### config.mk
export PLATFORM = sky130hd
export DESIGN_NAME = bullet_pool
export DESIGN_NICKNAME = d
export VERILOG_FILES = /design/src/rtl/bullet_pool.sv
export SDC_FILE = /design/constraint.sdc
export NUM_CORES = 2
export LEC_CHECK = 0
export BUFFER_PORTS_ARGS = -buffer_cell sky130_fd_sc_hd__buf_2
export CAP_MARGIN = 15
export CORE_MARGIN = 2
export CORE_UTILIZATION = 45
export DETAILED_ROUTE_END_ITERATION = 6
export SLEW_MARGIN = 20
export SYNTH_ARGS = -nofsm -noshare
export SYNTH_HDL_FRONTEND = slang
export SYNTH_SLANG_ARGS = --single-unit
### constraint.sdc
create_clock -name Pclk -period 12.9 [get_ports Pclk]
set_clock_uncertainty 0.05 [all_clocks]
set_input_delay 2.58 -clock Pclk [delete_from_list [all_inputs] [get_ports Pclk]]
set_output_delay 2.58 -clock Pclk [all_outputs]
set_load 0.05 [all_outputs]
### src/rtl/bullet_pool.sv
// Multi-bullet sprite engine: NB slots spawned over valid/ready, moved every DIV
// frames by a one-slot-per-cycle UPDATE walk, and drawn as circles per pixel.
module bullet_pool #(
  parameter int NB     = 4,
  parameter int RADIUS = 5,
  parameter int DIV    = 2,
  parameter int HIT    = 8,
  parameter int H_ACT  = 640,
  parameter int V_ACT  = 480
) (
  input  logic          Pclk,
  input  logic          rst_n,
  input  logic [9:0]    xx,
  input  logic [9:0]    yy,
  input  logic          aactive,
  input  logic          spawn_valid,
  output logic          spawn_ready,
  input  logic [9:0]    spawn_x,
  input  logic [9:0]    spawn_y,
  input  logic [3:0]    spawn_dx,
  input  logic [3:0]    spawn_dy,
  input  logic [9:0]    heart_x,
  input  logic [9:0]    heart_y,
  output logic          BulletSpriteOn,
  output logic          hit,
  output logic [NB-1:0] active_mask
);
  localparam int IW = (NB > 1) ? $clog2(NB) : 1;
  localparam int DW = (DIV > 1) ? $clog2(DIV) : 1;

  typedef enum logic {IDLE, UPDATE} state_t;

  state_t                state;
  logic [IW-1:0]         idx;
  logic [DW-1:0]         divc;
  logic                  rdy_en;
  logic [NB-1:0]         active;
  logic [NB-1:0][9:0]    bx, by;
  logic [NB-1:0][3:0]    bdx, bdy;

  logic                  frame_end, div_wrap, accept, any_free;
  logic [IW-1:0]         free_idx;
  logic signed [11:0]    nx, ny, hdx, hdy;
  logic [11:0]           adx, ady;
  logic                  off_scr, on_heart;
  logic [NB-1:0]         on;

  assign frame_end   = (xx == 10'(H_ACT-1)) && (yy == 10'(V_ACT-1));
  assign div_wrap    = frame_end && (divc == DW'(DIV-1));
  // rdy_en holds ready low for the first cycle out of reset
  assign spawn_ready = rdy_en && (state == IDLE) && any_free;
  assign accept      = spawn_valid && spawn_ready;
  assign active_mask = active;

  always_comb begin
    free_idx = '0;
    any_free = 1'b0;
    for (int i = NB-1; i >= 0; i--)
      if (!active[i]) begin
        free_idx = IW'(i);
        any_free = 1'b1;
      end
  end

  // Move/collide math for the slot currently being visited
  always_comb begin
    nx       = $signed({2'b00, bx[idx]}) + $signed({{8{bdx[idx][3]}}, bdx[idx]});
    ny       = $signed({2'b00, by[idx]}) + $signed({{8{bdy[idx][3]}}, bdy[idx]});
    hdx      = nx - $signed({2'b00, heart_x});
    hdy      = ny - $signed({2'b00, heart_y});
    adx      = hdx[11] ? 12'(-hdx) : 12'(hdx);
    ady      = hdy[11] ? 12'(-hdy) : 12'(hdy);
    off_scr  = nx[11] || ny[11] ||
               (nx > $signed(12'(H_ACT-1))) || (ny > $signed(12'(V_ACT-1)));
    on_heart = (adx <= 12'(HIT)) && (ady <= 12'(HIT));
  end

  always_ff @(posedge Pclk or negedge rst_n) begin
    if (!rst_n) begin
      state  <= IDLE;
      idx    <= '0;
      divc   <= '0;
      rdy_en <= 1'b0;
      hit    <= 1'b0;
      active <= '0;
      bx     <= '0;
      by     <= '0;
      bdx    <= '0;
      bdy    <= '0;
    end else begin
      rdy_en <= 1'b1;
      hit    <= 1'b0;
      if (frame_end) divc <= div_wrap ? '0 : divc + 1'b1;
      if (accept) begin
        active[free_idx] <= 1'b1;
        bx[free_idx]     <= spawn_x;
        by[free_idx]     <= spawn_y;
        bdx[free_idx]    <= spawn_dx;
        bdy[free_idx]    <= spawn_dy;
      end
      case (state)
        IDLE: if (div_wrap) begin
          state <= UPDATE;
          idx   <= '0;
        end
        UPDATE: begin
          if (active[idx]) begin
            if (off_scr) active[idx] <= 1'b0;
            else if (on_heart) begin
              active[idx] <= 1'b0;
              hit         <= 1'b1;
            end else begin
              bx[idx] <= nx[9:0];
              by[idx] <= ny[9:0];
            end
          end
          if (idx == IW'(NB-1)) state <= IDLE;
          else                  idx   <= idx + 1'b1;
        end
        default: state <= IDLE;
      endcase
    end
  end

  // Per-slot circle test; offsets are true signed distances, no screen wrap
  for (genvar i = 0; i < NB; i++) begin : g_pix
    logic signed [21:0] ex, ey;
    logic [22:0]        d2;
    assign ex    = 22'($signed({1'b0, xx}) - $signed({1'b0, bx[i]}));
    assign ey    = 22'($signed({1'b0, yy}) - $signed({1'b0, by[i]}));
    assign d2    = {1'b0, 22'(ex * ex)} + {1'b0, 22'(ey * ey)};
    assign on[i] = active[i] && (d2 <= 23'(RADIUS*RADIUS));
  end

  always_ff @(posedge Pclk or negedge rst_n) begin
    if (!rst_n) BulletSpriteOn <= 1'b0;
    else        BulletSpriteOn <= aactive && (|on);
  end
endmodule

==> results.yml <==
run_status:
  outcome: "complete, no violations"
yosys:
  synth_area_per_cell_um2: 8.70
  synth_area_um2: 48300
  synthFlopType: "dfrtp_1"
  synth_cells: 5544
  synthDistinctLibCells: 80
  synth_edf_count: 0
  ys_seq_area_share_pct: 6.38
  synthesis.nets: 7034
  async_flop_share_pct: 100
  ys_ff_latch: 123
  ys_warn_count: 0
routing:
  firstDrtPassIters: 6
  ant_nets: 0
  drtIter0Drc: 2223
  vias_per_cell: 5.14
  drc: 0
  num_vias: 36300
  wirelength_um: 123000
  wl_per_cell_um: 17.4
die:
  ios: 79
  die_h_um: 331
  fp.dieW_um: 331
  start_util_pct: 45.2
  fp.coreArea_um2: 107000
  row_count: 120
  dieArea_um2: 110000
critical_path:
  cp-start-kind: "input pin"
  critPathMaxStageDelay_ns: 0.49
  worstPathArrival_ns: 12.37
  worstSetupPathType: "input pin to register"
  cpMostUsedCell: "inv_1"
  cp-end-kind: "register"
  worst_ep_required_time_ns: 13.20
  slowest_stage: "a2111oi_2"
  critPathMaxFanout: 11
timing:
  min_period_over_period_pct: 93.6
  period_needed_ns: 12.08
  hold_viol: 0
  setup_viol: 0
  slew_headroom_pct: 26.4
  max_freq_mhz: 82.8
  hold_ws_ns: 0.425
  drv_slew: 0
  setup-tns-final_ns: 0
  worst_pin_slew_ns: 1.10
finish:
  instances_no_fill: 7065
  final_common_cell: "inv_1"
  final_cell_mix: "inv_1 (1,534), fa_1 (840), ha_1 (578), nor2_1 (452), nand2_1 (383)"
  area_growth_syn_to_layout_pct: 6.35
  drive_above_1_share_pct: 5.66
  final_cell_area_um2: 51300
  final_nets: 7132
run:
  max_cap_violations: 0
cts:
  clock_tree.buffer_depth: 2
  path_clk_slew_ns: 0.07
  numCtsBuffers: 17
  cts_tree: "done"
  root_buffer: "clkbuf_16"
  insertion_delay_ns: 0.43
  cts_htree_levels: 4
  cts_num_sinks: 123
  holdBufCountCts: 0
worst_hold_path:
  hold_class: "register to register"
place:
  place_area_um2: 50600
  portBuffers: 78
  place_congestion: 0.916
  numPlacedInstances: 7023
  hpwl_um: 108000
grt:
  grt_pass1_vias: 38300
  grt_pass1_wl_um: 203000
  grt.overflow.total: 0
  grt_start_max_net_pins: 75
  grt_util_all_layers_pct: 23.1
  antenna_found_initial: 28
cell type report:
cell class	count	area, um^2
sequential	123	3080
multi-input combinational	3791	39000
fill	10400	55400
tap	1403	1760
timing repair buffer	159	1000
clock buffer	20	467
antenna	7	17.5
clock inverter	12	138
inverter	1550	5830
final timing paths:
kind | endpoint | start | slack, ns | depth (start not counted)
setup / recovery | BulletSpriteOn | xx[0] | 0.82 | 45
hold / removal | divc | divc | 0.42 | 1
setup reg to reg | BulletSpriteOn | bx[1] | 2.71 | 39
hold reg to reg | divc | divc | 0.42 | 1
max in group asynchronous | idx[0] | rst_n | 9.39 | 2
min in group asynchronous | bdx[1] | rst_n | 2.16 | 1
worst max-delay path, delay by kind of cell:
family          cells  cell delay (ns)
fa+ha+maj           9             3.61
compound gates     16             3.20
simple gates        9             1.81
buf+inv             9             0.93
xor+xnor            2             0.25
flip-flops by register name, indices dropped and copies added, names as in the netlist:
register        count
BulletSpriteOn      1
idx                 2
rdy_en              1
divc                1
bx                 40
state               1
active_mask         4
bdy                16
hit                 1
bdx                16
by                 40
synth_stat cells (14+ instances only):
cell type,number,area share [%]
a211oi_1,22,0.34
a21boi_0,56,0.87
a21o_1,66,1.0
a21oi_1,190,2.0
a31oi_1,27,0.35
clkbuf_1,60,0.47
clkinv_1,16,0.12
dfrtp_1,123,6.4
fa_1,840,35
ha_1,578,15
inv_1,1534,12
mux2_2,39,0.91
mux2i_1,155,3.2
mux4_2,29,1.4
nand2_1,384,3.0
nand2b_1,29,0.38
nand3_1,48,0.50
nor2_1,454,3.5
nor2b_1,57,0.74
nor3_1,40,0.41
nor4_1,21,0.27
o2111ai_1,15,0.27
o211ai_1,16,0.25
o21a_1,30,0.47
o21ai_0,139,1.4
o21bai_1,48,0.75
o31ai_1,16,0.25
o41ai_1,14,0.25
or2_2,31,0.40
or3_1,15,0.19
xnor2_1,232,4.2
xor2_1,59,1.1
timing repair:
item	in CTS	in global routing
resized for setup	0	12
endpoints found under the setup margin	0	1
buffers inserted	0	3
cells by family after synthesis:
kind of cell	count (synthesis)	share of synthesized area [%]
buffers and inverters	1630	12.9
adders and majority gates	1418	49.8
and+or+nand+nor	1140	10.4
AOI/OAI and AO/OA	714	9.65
xor gates and xnor gates	292	5.32
muxes	226	5.57
DFF	123	6.38
other	1	0.00777
layer usage:
layer | vias up | global-route usage, % | part of all wire [%]
met5 | - | 0 | 0.17
met4 | 34 | 6.27 | 3.0
met3 | 199 | 3.41 | 5.6
met2 | 890 | 37.9 | 46
met1 | 17800 | 31.8 | 45
li1 | 17400 | - | -
per-stage QoR:
step                setup WS, ns  utilization [%]
finish                     0.822             48.1
global route            -0.00275             48.1
CTS                        0.665             48.0
detailed placement         0.219             47.4
global placement           0.422             47.4
floorplan                   1.73                -
Power is not shown: default switching activity piles up to over one toggle a cycle in this logic, so the estimate is an artifact.
